$ cat src/rtl/mvm_seq_ctrl.sv
// mvm_seq_ctrl: job sequencer in front of mvm_8_1_8_1.
//
// Collects one job (matrix A in row-major order, then vector x) from a
// valid/ready stream that may have bubbles. It replays the job to the MVM as a
// gap-free burst, pulses start, captures the K serialized results, and returns
// them on a valid/ready stream with backpressure.
//
// Ports
//   clk, reset                 clock, async active-high reset
//   in_data/in_valid/in_ready  job word input stream
//   out_data/out_valid/
//   out_ready/out_last         result output stream, out_last marks y[K-1]
//   busy                       job in flight
//   err                        sticky MVM timeout flag
//   m_loadMatrix/m_loadVector/
//   m_start/m_data_in          registered drive to the MVM
//   m_done/m_data_out          MVM completion and serialized results
//
// state       | meaning
// ------------+------------------------------------------------------------
// S_COLLECT_A | accept K*K matrix words into abuf
// S_COLLECT_X | accept K vector words into xbuf
// S_LOAD_A    | cnt 0: loadMatrix strobe, cnt 1..K*K: A words
// S_LOAD_X    | cnt 0: idle, 1: loadVector, 2..K+1: x words, K+2: idle
// S_START     | start strobe
// S_WAIT      | wait for m_done, timeout down-counter running
// S_CAPTURE   | store y[cnt] from m_data_out
// S_DRAIN     | present rbuf[cnt] on the output stream
module mvm_seq_ctrl #(
  parameter int K       = 8,
  parameter int b       = 8,
  parameter int TIMEOUT = 256
) (
  input  logic           clk,
  input  logic           reset,
  input  logic [b-1:0]   in_data,
  input  logic           in_valid,
  output logic           in_ready,
  output logic [2*b-1:0] out_data,
  output logic           out_valid,
  input  logic           out_ready,
  output logic           out_last,
  output logic           busy,
  output logic           err,
  output logic           m_loadMatrix,
  output logic           m_loadVector,
  output logic           m_start,
  output logic [b-1:0]   m_data_in,
  input  logic           m_done,
  input  logic [2*b-1:0] m_data_out
);

  localparam int KK = K * K;
  localparam int CW = $clog2(KK + 1);
  localparam int AW = (KK > 1) ? $clog2(KK) : 1;
  localparam int XW = (K > 1) ? $clog2(K) : 1;
  localparam int TW = (TIMEOUT > 2) ? $clog2(TIMEOUT) : 1;

  localparam logic [CW-1:0] C_ONE    = CW'(1);
  localparam logic [CW-1:0] C_TWO    = CW'(2);
  localparam logic [CW-1:0] C_K_M1   = CW'(K - 1);
  localparam logic [CW-1:0] C_K_P1   = CW'(K + 1);
  localparam logic [CW-1:0] C_LX_END = CW'(K + 2);
  localparam logic [CW-1:0] C_KK     = CW'(KK);
  localparam logic [CW-1:0] C_KK_M1  = CW'(KK - 1);
  // WAIT lasts TIMEOUT-1 cycles so err becomes visible TIMEOUT cycles after start.
  localparam logic [TW-1:0] TMR_LOAD = TW'(TIMEOUT - 2);

  typedef enum logic [2:0] {
    S_COLLECT_A, S_COLLECT_X, S_LOAD_A, S_LOAD_X,
    S_START, S_WAIT, S_CAPTURE, S_DRAIN
  } state_t;

  state_t        state, state_n;
  logic [CW-1:0] cnt, cnt_n;
  logic [TW-1:0] tmr, tmr_n;
  logic          err_n;
  logic          lm_n, lv_n, st_n;
  logic [b-1:0]  din_n;
  logic [AW-1:0] a_wr, a_rd;
  logic [XW-1:0] x_idx, x_rd;
  logic          in_xfer, out_xfer;

  logic [b-1:0]   abuf [KK];
  logic [b-1:0]   xbuf [K];
  logic [2*b-1:0] rbuf [K];

  assign in_ready  = !reset && (state == S_COLLECT_A || state == S_COLLECT_X);
  assign in_xfer   = in_valid && in_ready;
  assign out_valid = (state == S_DRAIN);
  assign out_xfer  = out_valid && out_ready;
  assign a_wr      = cnt[AW-1:0];
  assign x_idx     = cnt[XW-1:0];
  assign out_data  = out_valid ? rbuf[x_idx] : '0;
  assign out_last  = out_valid && (cnt == C_K_M1);
  assign busy      = !(state == S_COLLECT_A && cnt == '0);

  always_comb begin
    state_n = state;
    cnt_n   = cnt;
    tmr_n   = tmr;
    err_n   = err;
    case (state)
      S_COLLECT_A:
        if (in_xfer) begin
          if (cnt == C_KK_M1) begin
            state_n = S_COLLECT_X;
            cnt_n   = '0;
          end else cnt_n = cnt + C_ONE;
        end
      S_COLLECT_X:
        if (in_xfer) begin
          if (cnt == C_K_M1) begin
            state_n = S_LOAD_A;
            cnt_n   = '0;
          end else cnt_n = cnt + C_ONE;
        end
      S_LOAD_A:
        if (cnt == C_KK) begin
          state_n = S_LOAD_X;
          cnt_n   = '0;
        end else cnt_n = cnt + C_ONE;
      S_LOAD_X:
        if (cnt == C_LX_END) begin
          state_n = S_START;
          cnt_n   = '0;
        end else cnt_n = cnt + C_ONE;
      S_START: begin
        state_n = S_WAIT;
        tmr_n   = TMR_LOAD;
      end
      S_WAIT:
        // done wins over a timeout landing in the same cycle
        if (m_done) begin
          state_n = S_CAPTURE;
          cnt_n   = '0;
          tmr_n   = '0;
        end else if (tmr == '0) begin
          state_n = S_COLLECT_A;
          err_n   = 1'b1;
        end else tmr_n = tmr - TW'(1);
      S_CAPTURE:
        if (cnt == C_K_M1) begin
          state_n = S_DRAIN;
          cnt_n   = '0;
        end else cnt_n = cnt + C_ONE;
      S_DRAIN:
        if (out_xfer) begin
          if (cnt == C_K_M1) begin
            state_n = S_COLLECT_A;
            cnt_n   = '0;
          end else cnt_n = cnt + C_ONE;
        end
      default: state_n = S_COLLECT_A;
    endcase
  end

  // MVM drive is decoded from the next state so the strobes leave a register.
  always_comb begin
    lm_n  = 1'b0;
    lv_n  = 1'b0;
    st_n  = 1'b0;
    din_n = '0;
    a_rd  = AW'(cnt_n - C_ONE);
    x_rd  = XW'(cnt_n - C_TWO);
    case (state_n)
      S_LOAD_A:
        if (cnt_n == '0) lm_n = 1'b1;
        else din_n = abuf[a_rd];
      S_LOAD_X:
        if (cnt_n == C_ONE) lv_n = 1'b1;
        else if (cnt_n >= C_TWO && cnt_n <= C_K_P1) din_n = xbuf[x_rd];
      S_START: st_n = 1'b1;
      default: ;
    endcase
  end

  always_ff @(posedge clk or posedge reset) begin
    if (reset) begin
      state        <= S_COLLECT_A;
      cnt          <= '0;
      tmr          <= '0;
      err          <= 1'b0;
      m_loadMatrix <= 1'b0;
      m_loadVector <= 1'b0;
      m_start      <= 1'b0;
      m_data_in    <= '0;
    end else begin
      state        <= state_n;
      cnt          <= cnt_n;
      tmr          <= tmr_n;
      err          <= err_n;
      m_loadMatrix <= lm_n;
      m_loadVector <= lv_n;
      m_start      <= st_n;
      m_data_in    <= din_n;
    end
  end

  always_ff @(posedge clk) begin
    if (in_xfer && state == S_COLLECT_A) abuf[a_wr] <= in_data;
    if (in_xfer && state == S_COLLECT_X) xbuf[x_idx] <= in_data;
    if (state == S_CAPTURE) rbuf[x_idx] <= m_data_out;
  end

endmodule

$ cat config.mk
export PLATFORM = sky130hd
export DESIGN_NAME = mvm_seq_ctrl
export DESIGN_NICKNAME = d
export VERILOG_FILES = /design/src/rtl/mvm_seq_ctrl.sv
export SDC_FILE = /design/constraint.sdc
export NUM_CORES = 1
export LEC_CHECK = 0
export CAP_MARGIN = 20
export CELL_PAD_IN_SITES_DETAIL_PLACEMENT = 1
export CELL_PAD_IN_SITES_GLOBAL_PLACEMENT = 1
export CORE_ASPECT_RATIO = 1.4
export CORE_MARGIN = 2
export CORE_UTILIZATION = 40
export DETAILED_ROUTE_END_ITERATION = 10
export DONT_BUFFER_PORTS = 1
export GPL_ROUTABILITY_DRIVEN = 0
export GPL_TIMING_DRIVEN = 1
export PLACE_DENSITY_LB_ADDON = 0.1
export SYNTH_ARGS = -nofsm -noshare
export SYNTH_HDL_FRONTEND = slang
export SYNTH_SLANG_ARGS = --single-unit
export TNS_END_PERCENT = 100
$ cat constraint.sdc
create_clock -name clk -period 5.2 [get_ports clk]
set_input_delay 1.04 -clock clk [delete_from_list [all_inputs] [get_ports clk]]
set_output_delay 1.04 -clock clk [all_outputs]
set_load 0.05 [all_outputs]
==> results of run 1 <==
==> cells in the final DEF, fill, tap and decap left out, types with 3 or more instances in the layout <==
| master | n |
|---|---|
| sky130_fd_sc_hd__nor3_1 | 11 |
| sky130_fd_sc_hd__inv_1 | 12 |
| sky130_fd_sc_hd__nand2b_1 | 3 |
| sky130_fd_sc_hd__clkinv_2 | 12 |
| sky130_fd_sc_hd__clkbuf_1 | 23 |
| sky130_fd_sc_hd__nor2_1 | 100 |
| sky130_fd_sc_hd__nor2_2 | 4 |
| sky130_fd_sc_hd__a21oi_1 | 21 |
| sky130_fd_sc_hd__nor3_2 | 5 |
| sky130_fd_sc_hd__nand2_1 | 25 |
| sky130_fd_sc_hd__mux2i_1 | 104 |
| sky130_fd_sc_hd__and3_1 | 8 |
| sky130_fd_sc_hd__clkinv_1 | 12 |
| sky130_fd_sc_hd__a21boi_0 | 3 |
| sky130_fd_sc_hd__a22oi_1 | 40 |
| sky130_fd_sc_hd__a31oi_1 | 18 |
| sky130_fd_sc_hd__nor2b_1 | 7 |
| sky130_fd_sc_hd__o21ai_0 | 14 |
| sky130_fd_sc_hd__buf_12 | 8 |
| sky130_fd_sc_hd__ha_1 | 10 |
| sky130_fd_sc_hd__o211ai_1 | 4 |
| sky130_fd_sc_hd__clkbuf_16 | 77 |
| sky130_fd_sc_hd__nand4_1 | 3 |
| sky130_fd_sc_hd__a221oi_1 | 16 |
| sky130_fd_sc_hd__nand3_1 | 32 |
| sky130_fd_sc_hd__buf_4 | 84 |
| sky130_fd_sc_hd__nand4b_1 | 9 |
| sky130_fd_sc_hd__bufinv_16 | 6 |
| sky130_fd_sc_hd__nor3b_1 | 3 |
| sky130_fd_sc_hd__or3_1 | 6 |
| sky130_fd_sc_hd__mux4_2 | 144 |
| sky130_fd_sc_hd__a22o_1 | 16 |
| sky130_fd_sc_hd__xor2_1 | 4 |
| sky130_fd_sc_hd__edfxtp_1 | 704 |
| sky130_fd_sc_hd__dfrtp_1 | 30 |
| sky130_fd_sc_hd__nand3b_1 | 8 |
==> synthesized netlist by cell type, types with 3 or more instances <==
master / n / area, um^2
sky130_fd_sc_hd__a22oi_1: 40 / 300
sky130_fd_sc_hd__a221oi_1: 16 / 140
sky130_fd_sc_hd__nor2b_1: 7 / 43.8
sky130_fd_sc_hd__buf_2: 25 / 125
sky130_fd_sc_hd__and3_1: 8 / 50.1
sky130_fd_sc_hd__or3_1: 6 / 37.5
sky130_fd_sc_hd__nor2_1: 103 / 387
sky130_fd_sc_hd__o211ai_1: 4 / 30.0
sky130_fd_sc_hd__ha_1: 11 / 138
sky130_fd_sc_hd__o21ai_0: 14 / 70.1
sky130_fd_sc_hd__a31oi_1: 18 / 113
sky130_fd_sc_hd__buf_1: 5 / 18.8
sky130_fd_sc_hd__edfxtp_1: 704 / 21100
sky130_fd_sc_hd__nand2_1: 25 / 93.8
sky130_fd_sc_hd__a22o_1: 16 / 140
sky130_fd_sc_hd__mux2i_1: 104 / 1040
sky130_fd_sc_hd__nand4_1: 3 / 18.8
sky130_fd_sc_hd__nand3_1: 32 / 160
sky130_fd_sc_hd__nor3b_1: 3 / 22.5
sky130_fd_sc_hd__nor3_1: 16 / 80.1
sky130_fd_sc_hd__nand3b_1: 8 / 60.1
sky130_fd_sc_hd__a21boi_0: 3 / 22.5
sky130_fd_sc_hd__mux4_2: 144 / 3240
sky130_fd_sc_hd__xor2_1: 5 / 43.8
sky130_fd_sc_hd__inv_1: 12 / 45.0
sky130_fd_sc_hd__nand2b_1: 3 / 18.8
sky130_fd_sc_hd__clkbuf_1: 43 / 161
sky130_fd_sc_hd__a21oi_1: 21 / 105
sky130_fd_sc_hd__dfrtp_1: 30 / 751
sky130_fd_sc_hd__nand4b_1: 9 / 78.8
==> cells by family after synthesis <==
group                    Yosys count  share of synthesized area [%]
adder cells (fa/ha/maj)           11                          0.473
flip-flops                       734                           75.2
multiplexers                     248                           14.7
XOR/XNOR                           7                          0.211
AO/OA/AOI/OAI                    156                           4.05
AND/OR/NAND/NOR                  238                           4.04
buffers and inverters             90                           1.32
==> area by class of cell <==
type / instances / area (um^2)
fillers: 6700 / 39300
flip-flops and latches: 734 / 21900
multi-input cells: 660 / 6920
clock buffers: 101 / 2030
well taps: 952 / 1190
repair buffers: 92 / 791
clock inverters: 32 / 310
inverters: 15 / 56.3
==> per-layer routing <==
metal / track usage, % / part of all wire (%)
met4: 6.07 / 2.1
met5: 0 / 0
met3: 2.90 / 3.3
met1: 24.3 / 40
met2: 36.1 / 54
==> worst paths after layout <==
path	cells after the start	slack [ns]	end	start
worst min register to register	1	0.55	tmr[0]	tmr[0]
min in group clk	0	0.51	rbuf[3][10]	m_data_out[10]
worst max-delay path	14	0.49	m_data_in[3]	cnt[0]
worst min-delay path	2	0.42	tmr[2]	reset
max in group asynchronous	2	4.41	m_data_in[4]	reset
worst max register to register	14	0.49	m_data_in[3]	cnt[0]
==> worst register-to-register path, cell delays in order (launching register included) <==
cell and delay, ns:
sky130_fd_sc_hd__dfrtp_1 0.63, sky130_fd_sc_hd__ha_1 0.31, sky130_fd_sc_hd__nand3_1 0.16, sky130_fd_sc_hd__o31ai_1 0.37, sky130_fd_sc_hd__a21oi_1 0.17, sky130_fd_sc_hd__o21ai_0 0.24
sky130_fd_sc_hd__nand2_1 0.19, sky130_fd_sc_hd__ha_4 0.43, sky130_fd_sc_hd__buf_4 0.37, sky130_fd_sc_hd__buf_4 0.27, sky130_fd_sc_hd__mux4_2 0.54, sky130_fd_sc_hd__mux2i_1 0.30
sky130_fd_sc_hd__mux2i_1 0.13, sky130_fd_sc_hd__a22oi_1 0.35, sky130_fd_sc_hd__nand4b_1 0.14
==> registers in the layout, indices dropped and copies added, names as in the netlist <==
name,count
m_loadMatrix,1
xbuf,64
tmr,8
err,1
abuf,512
m_start,1
rbuf,128
state,3
m_data_in,8
m_loadVector,1
cnt,7
==> per-stage QoR <==
step                std cells  hold slack (ns)  setup slack (ns)
floorplan                1484            0.478             0.475
global placement         2453            0.520             0.126
detailed placement       2453            0.527            0.0821
CTS                      2586            0.417             0.388
global route             2586            0.449             0.159
finish                   2586            0.423             0.490
==> report_power, final <==
group	switching, mW	total (mW)	internal (mW)
registers	0.145	6.73	6.58
logic	5.05	9.64	4.58
clock network	2.20	5.23	3.03
total	7.40	21.6	14.2
==> impl_metrics.env, run 1 <==
export IMPL_timing_fmax_ghz=0.212
export IMPL_total_power_mw=21.6
export IMPL_area_of_the_die_um2=75000
export IMPL_worst_setup_path_start_kind="flop"
export IMPL_synth_edf_count=704
export IMPL_synthesis_area_per_instance_um2=19.6
export IMPL_instance_area_after_placement_um2=30900
export IMPL_via_per_inst=5.56
export IMPL_area_growth_syn_to_layout_pct=14.0
export IMPL_crit_fanout=17
export IMPL_min_period_over_period_pct=90.6
export IMPL_outcome="finished, final reports clean"
export IMPL_power_per_cell_area_nw_per_um2=651
export IMPL_clk_pin_slew_worst_paths_ns=0.06
export IMPL_clock_tree_buffer_depth=3
export IMPL_detailroute_via_count=14400
export IMPL_routedWlPerCell_um=27.9
export IMPL_final_hold_violation_count=0
export IMPL_fraction_of_final_layout_cells_sized_beyond_drive_strength_1_pct=22.4
export IMPL_i_o_pin_total=61
export IMPL_critical_path_s_slowest_cell="sky130_fd_sc_hd__dfrtp_1"
export IMPL_ys_warnings_count=0
export IMPL_layout_nets=1616
export IMPL_layout_cell_area_non_filler_um2=33200
export IMPL_clkLatencyLatePin_ns=0.63
export IMPL_routed_wirelength_um=72200
export IMPL_drt_pass1_iter_count=5
export IMPL_netlist_area_um2=29100
export IMPL_final_setup_viol_count=0
export IMPL_path_cells="ha_1 > nand3_1 > o31ai_1 > a21oi_1 > o21ai_0 > nand2_1 > ha_4 > buf_4 > buf_4 > mux4_2 > mux2i_1 > mux2i_1 > a22oi_1 > nand4b_1"
export IMPL_critical_path_n_buffers_inverters=2
export IMPL_syn_inst=1484
export IMPL_number_of_buffers_inserted_during_clock_tree_synthesis=73
export IMPL_grtUsageTotal_pct=19.8
export IMPL_clk_root_buffer_cell="sky130_fd_sc_hd__clkbuf_16"
export IMPL_final_core_area_utilization_pct=45.8
export IMPL_fin_worst_skew_ns=0.0230
export IMPL_detailed_place_hpwl_um=45100
export IMPL_max_cap_violations=0
export IMPL_postCtsSetupRepairBufs=0
export IMPL_core_region_area_um2=72500
export IMPL_yosys_most_used_dff="sky130_fd_sc_hd__edfxtp_1"
export IMPL_crit_family="compound AO/OA/AOI/OAI gates"
export IMPL_antenna_cells_inserted=0
export IMPL_floorplan_initialDensity_pct=40.2
export IMPL_post_cts_resized=0
export IMPL_worstPathArrival_ns=5.21
export IMPL_antenna_violations_before_repair=0
export IMPL_clock_tree_htree_level_count=3
export IMPL_fp_row_count=117
export IMPL_hold_path_class="input pin to async pin"
export IMPL_synth_ff_latch_count=734
export IMPL_synthDistinctLibCells=69
export IMPL_hold_buf_cts=0
export IMPL_grt_setup_unrepaired="no"
export IMPL_layout_min_cycle_time_ns=4.71
export IMPL_p_leak_nw=10.7
export IMPL_synth_seq_area_share_pct=75.2
export IMPL_cts_tree="yes"
export IMPL_worst_slew_pin_transition_ns=1.01
export IMPL_first_global_vias=15700
export IMPL_critPathCaptureType="flop"
export IMPL_route_antenna_remaining_nets=0
export IMPL_fp_dieW_um=232
export IMPL_fin_setup_tns_ns=0
export IMPL_portBuffers=0
export IMPL_drt_iter0_drc=1041
export IMPL_grt_pass1_wl_um=107000
export IMPL_drc=0
export IMPL_grt_max_degree=75
export IMPL_slew_headroom_pct=32.5
export IMPL_clock_sink_total=734
export IMPL_critPathRequiredTime_ns=5.70
export IMPL_postSynth_asyncResetShare_pct=4.09
export IMPL_dieHeight_um=323
export IMPL_max_stage_delay_ns=0.63
export IMPL_syn_nets=1524
export IMPL_drv_slew=0
export IMPL_peakVddDrop_mv=0.451
export IMPL_grt_overflow=0
export IMPL_timing_setup_critical_path_class="flop to flop"
Power figures use the tool's default switching activity.
==> inputs of run 2 (changes only) <==
--- a/config.mk
+++ b/config.mk
@@ -5,6 +5,7 @@
 export SDC_FILE = /design/constraint.sdc
 export NUM_CORES = 1
 export LEC_CHECK = 0
+export ABC_CLOCK_PERIOD_IN_PS = 5200
 export CAP_MARGIN = 20
 export CELL_PAD_IN_SITES_DETAIL_PLACEMENT = 1
 export CELL_PAD_IN_SITES_GLOBAL_PLACEMENT = 1
==> results of run 2 <==
The final DEF is identical to that of run 1; final timing and power are the same.
==> inputs of run 3 (changes only) <==
--- a/config.mk
+++ b/config.mk
@@ -16,7 +16,7 @@
 export DONT_BUFFER_PORTS = 1
 export GPL_ROUTABILITY_DRIVEN = 0
 export GPL_TIMING_DRIVEN = 1
-export PLACE_DENSITY_LB_ADDON = 0.1
+export PLACE_DENSITY = 0.63
 export SYNTH_ARGS = -nofsm -noshare
 export SYNTH_HDL_FRONTEND = slang
 export SYNTH_SLANG_ARGS = --single-unit
==> run 3 against run 2 <==
Compared with the run above:
- first-iteration DRC count grew 9.7%
- largest cell class unchanged
- critical path type unchanged
- highest routed layer unchanged
- critical path depth down 2
- hold slack got worse by 0.00067 ns
==> impl_metrics.env, run 3 (synthesis gave the netlist of run 1 again) <==
export IMPL_r2r_depth=12
export IMPL_grt_setup_unrepaired="no"
export IMPL_drt_iter0_drc=1142
export IMPL_layout_min_cycle_time_ns=4.93
export IMPL_i_o_pin_total=61
export IMPL_critPathCaptureType="flop"
export IMPL_fin_worst_skew_ns=0.0399
export IMPL_worstPathArrival_ns=5.40
export IMPL_timing_setup_critical_path_class="flop to flop"
export IMPL_clock_tree_buffer_depth=3
export IMPL_route_antenna_remaining_nets=0
export IMPL_timing_fmax_ghz=0.203
export IMPL_post_cts_resized=0
export IMPL_top_library_cells_by_usage_in_the_layout_fill_and_taps_aside="704 x sky130_fd_sc_hd__edfxtp_1, 144 x sky130_fd_sc_hd__mux4_2, 104 x sky130_fd_sc_hd__mux2i_1, 103 x sky130_fd_sc_hd__nor2_1, 77 x sky130_fd_sc_hd__clkbuf_16"
export IMPL_grtUsageTotal_pct=19.3
export IMPL_portBuffers=0
export IMPL_layout_nets=1573
export IMPL_hold_path_class="input pin to async pin"
export IMPL_antenna_cells_inserted=0
export IMPL_total_power_mw=21.1
export IMPL_clk_root_buffer_cell="sky130_fd_sc_hd__clkbuf_16"
export IMPL_outcome="finished, final reports clean"
export IMPL_reg2reg_from="cnt[0]"
export IMPL_final_setup_viol_count=0
export IMPL_worst_setup_path_endpoint="m_data_in[1]"
export IMPL_worst_setup_sp="cnt[0]"
export IMPL_largest_registers="abuf: 512 flops, rbuf: 128 flops, xbuf: 64 flops"
export IMPL_drc=0
export IMPL_worst_slew_pin_transition_ns=1.08
export IMPL_grt_max_degree=130
export IMPL_drv_slew=0
export IMPL_clock_sink_total=734
export IMPL_detailed_place_hpwl_um=43100
export IMPL_number_of_buffers_inserted_during_clock_tree_synthesis=74
export IMPL_p_leak_nw=10.4
export IMPL_crit_fanout=65
export IMPL_clkLatencyLatePin_ns=0.63
export IMPL_grt_pass1_wl_um=105000
export IMPL_core_region_area_um2=72500
export IMPL_clk_pin_slew_worst_paths_ns=0.06
export IMPL_fp_dieW_um=232
export IMPL_final_hold_violation_count=0
export IMPL_first_global_vias=15400
export IMPL_min_period_over_period_pct=94.8
export IMPL_max_cap_violations=0
export IMPL_postCtsSetupRepairBufs=0
export IMPL_slew_headroom_pct=27.7
export IMPL_ff2ff_setup_slack_ns=0.27
export IMPL_drt_pass1_iter_count=5
export IMPL_antenna_violations_before_repair=2
export IMPL_power_per_cell_area_nw_per_um2=643
export IMPL_fraction_of_final_layout_cells_sized_beyond_drive_strength_1_pct=20.6
export IMPL_largest_reg_flops=512
export IMPL_fin_setup_tns_ns=0
export IMPL_mostFrequentLayoutCell="sky130_fd_sc_hd__edfxtp_1"
export IMPL_dieHeight_um=323
export IMPL_largest_register="abuf"
export IMPL_hold_buf_cts=0
export IMPL_detailroute_via_count=14400
export IMPL_routedWlPerCell_um=27.9
export IMPL_clock_tree_htree_level_count=3
export IMPL_area_of_the_die_um2=75000
export IMPL_fp_row_count=117
export IMPL_via_per_inst=5.65
export IMPL_grt_overflow=0
export IMPL_area_growth_syn_to_layout_pct=12.9
export IMPL_peakVddDrop_mv=0.847
export IMPL_floorplan_initialDensity_pct=40.2
export IMPL_cts_tree="yes"
export IMPL_worstReg2RegEnd="m_data_in[1]"
export IMPL_critPathRequiredTime_ns=5.67
export IMPL_worst_setup_path_start_kind="flop"
export IMPL_routed_wirelength_um=71100
==> run 3: report_power, final <==
part / total (mW) / switching [mW] / internal (mW)
combinational: 9.14 / 4.91 / 4.23
sequential: 6.76 / 0.183 / 6.58
clock: 5.23 / 2.26 / 2.98
total: 21.1 / 7.35 / 13.8
==> run 3: critical path: stages, from the launching register on <==
cell and delay (ns):
sky130_fd_sc_hd__dfrtp_1 0.65, sky130_fd_sc_hd__ha_1 0.33, sky130_fd_sc_hd__nand3_1 0.15, sky130_fd_sc_hd__o31ai_1 0.41
sky130_fd_sc_hd__a21oi_1 0.17, sky130_fd_sc_hd__o311ai_4 0.64, sky130_fd_sc_hd__clkbuf_16 0.48, sky130_fd_sc_hd__ha_1 0.24
sky130_fd_sc_hd__o211ai_1 0.10, sky130_fd_sc_hd__o41ai_2 0.56, sky130_fd_sc_hd__and4b_1 0.42, sky130_fd_sc_hd__a22oi_1 0.42
sky130_fd_sc_hd__nand4b_1 0.18
==> run 3: worst min-delay path by stage <==
stage,to,depth (start not counted)
after CTS,tmr[1],2
final,tmr[1],2
after global placement,tmr[0],1
after floorplan,tmr[0],1
after global routing,cnt[6],2
after detailed placement,tmr[0],1
==> run 3: layout make-up <==
class                           instances  area (um^2)
Clock buffer                           92         1980
Clock inverter                         44          389
Fill cell                            6742        39600
Inverter                               15         56.3
Multi-Input combinational cell        660         6910
Sequential cell                       734        21900
Tap cell                              952         1190
Timing Repair Buffer                   48          448
==> run 3: metrics by stage <==
stage          setup slack, ns  hold WS, ns  utilization, %  instances  area [um^2]
2_1_floorplan            0.475        0.478               -       1484        29100
3_3_place_gp             0.192        0.527            42.1       2407        30500
3_5_place_dp             0.136        0.530            42.1       2407        30500
4_1_cts                  0.192        0.416            45.3       2543        32800
5_1_grt                 0.0108        0.432            45.4       2545        32900
6_report                 0.269        0.422            45.4       2545        32900
==> run 3: metal layers <==
layer	up-vias	share of wire [%]	GRT usage [%]
met5	-	0	0
met3	117	4.3	3.21
met2	305	52	33.8
li1	6220	-	-
met4	0	2.7	6.11
met1	7737	41	24.5
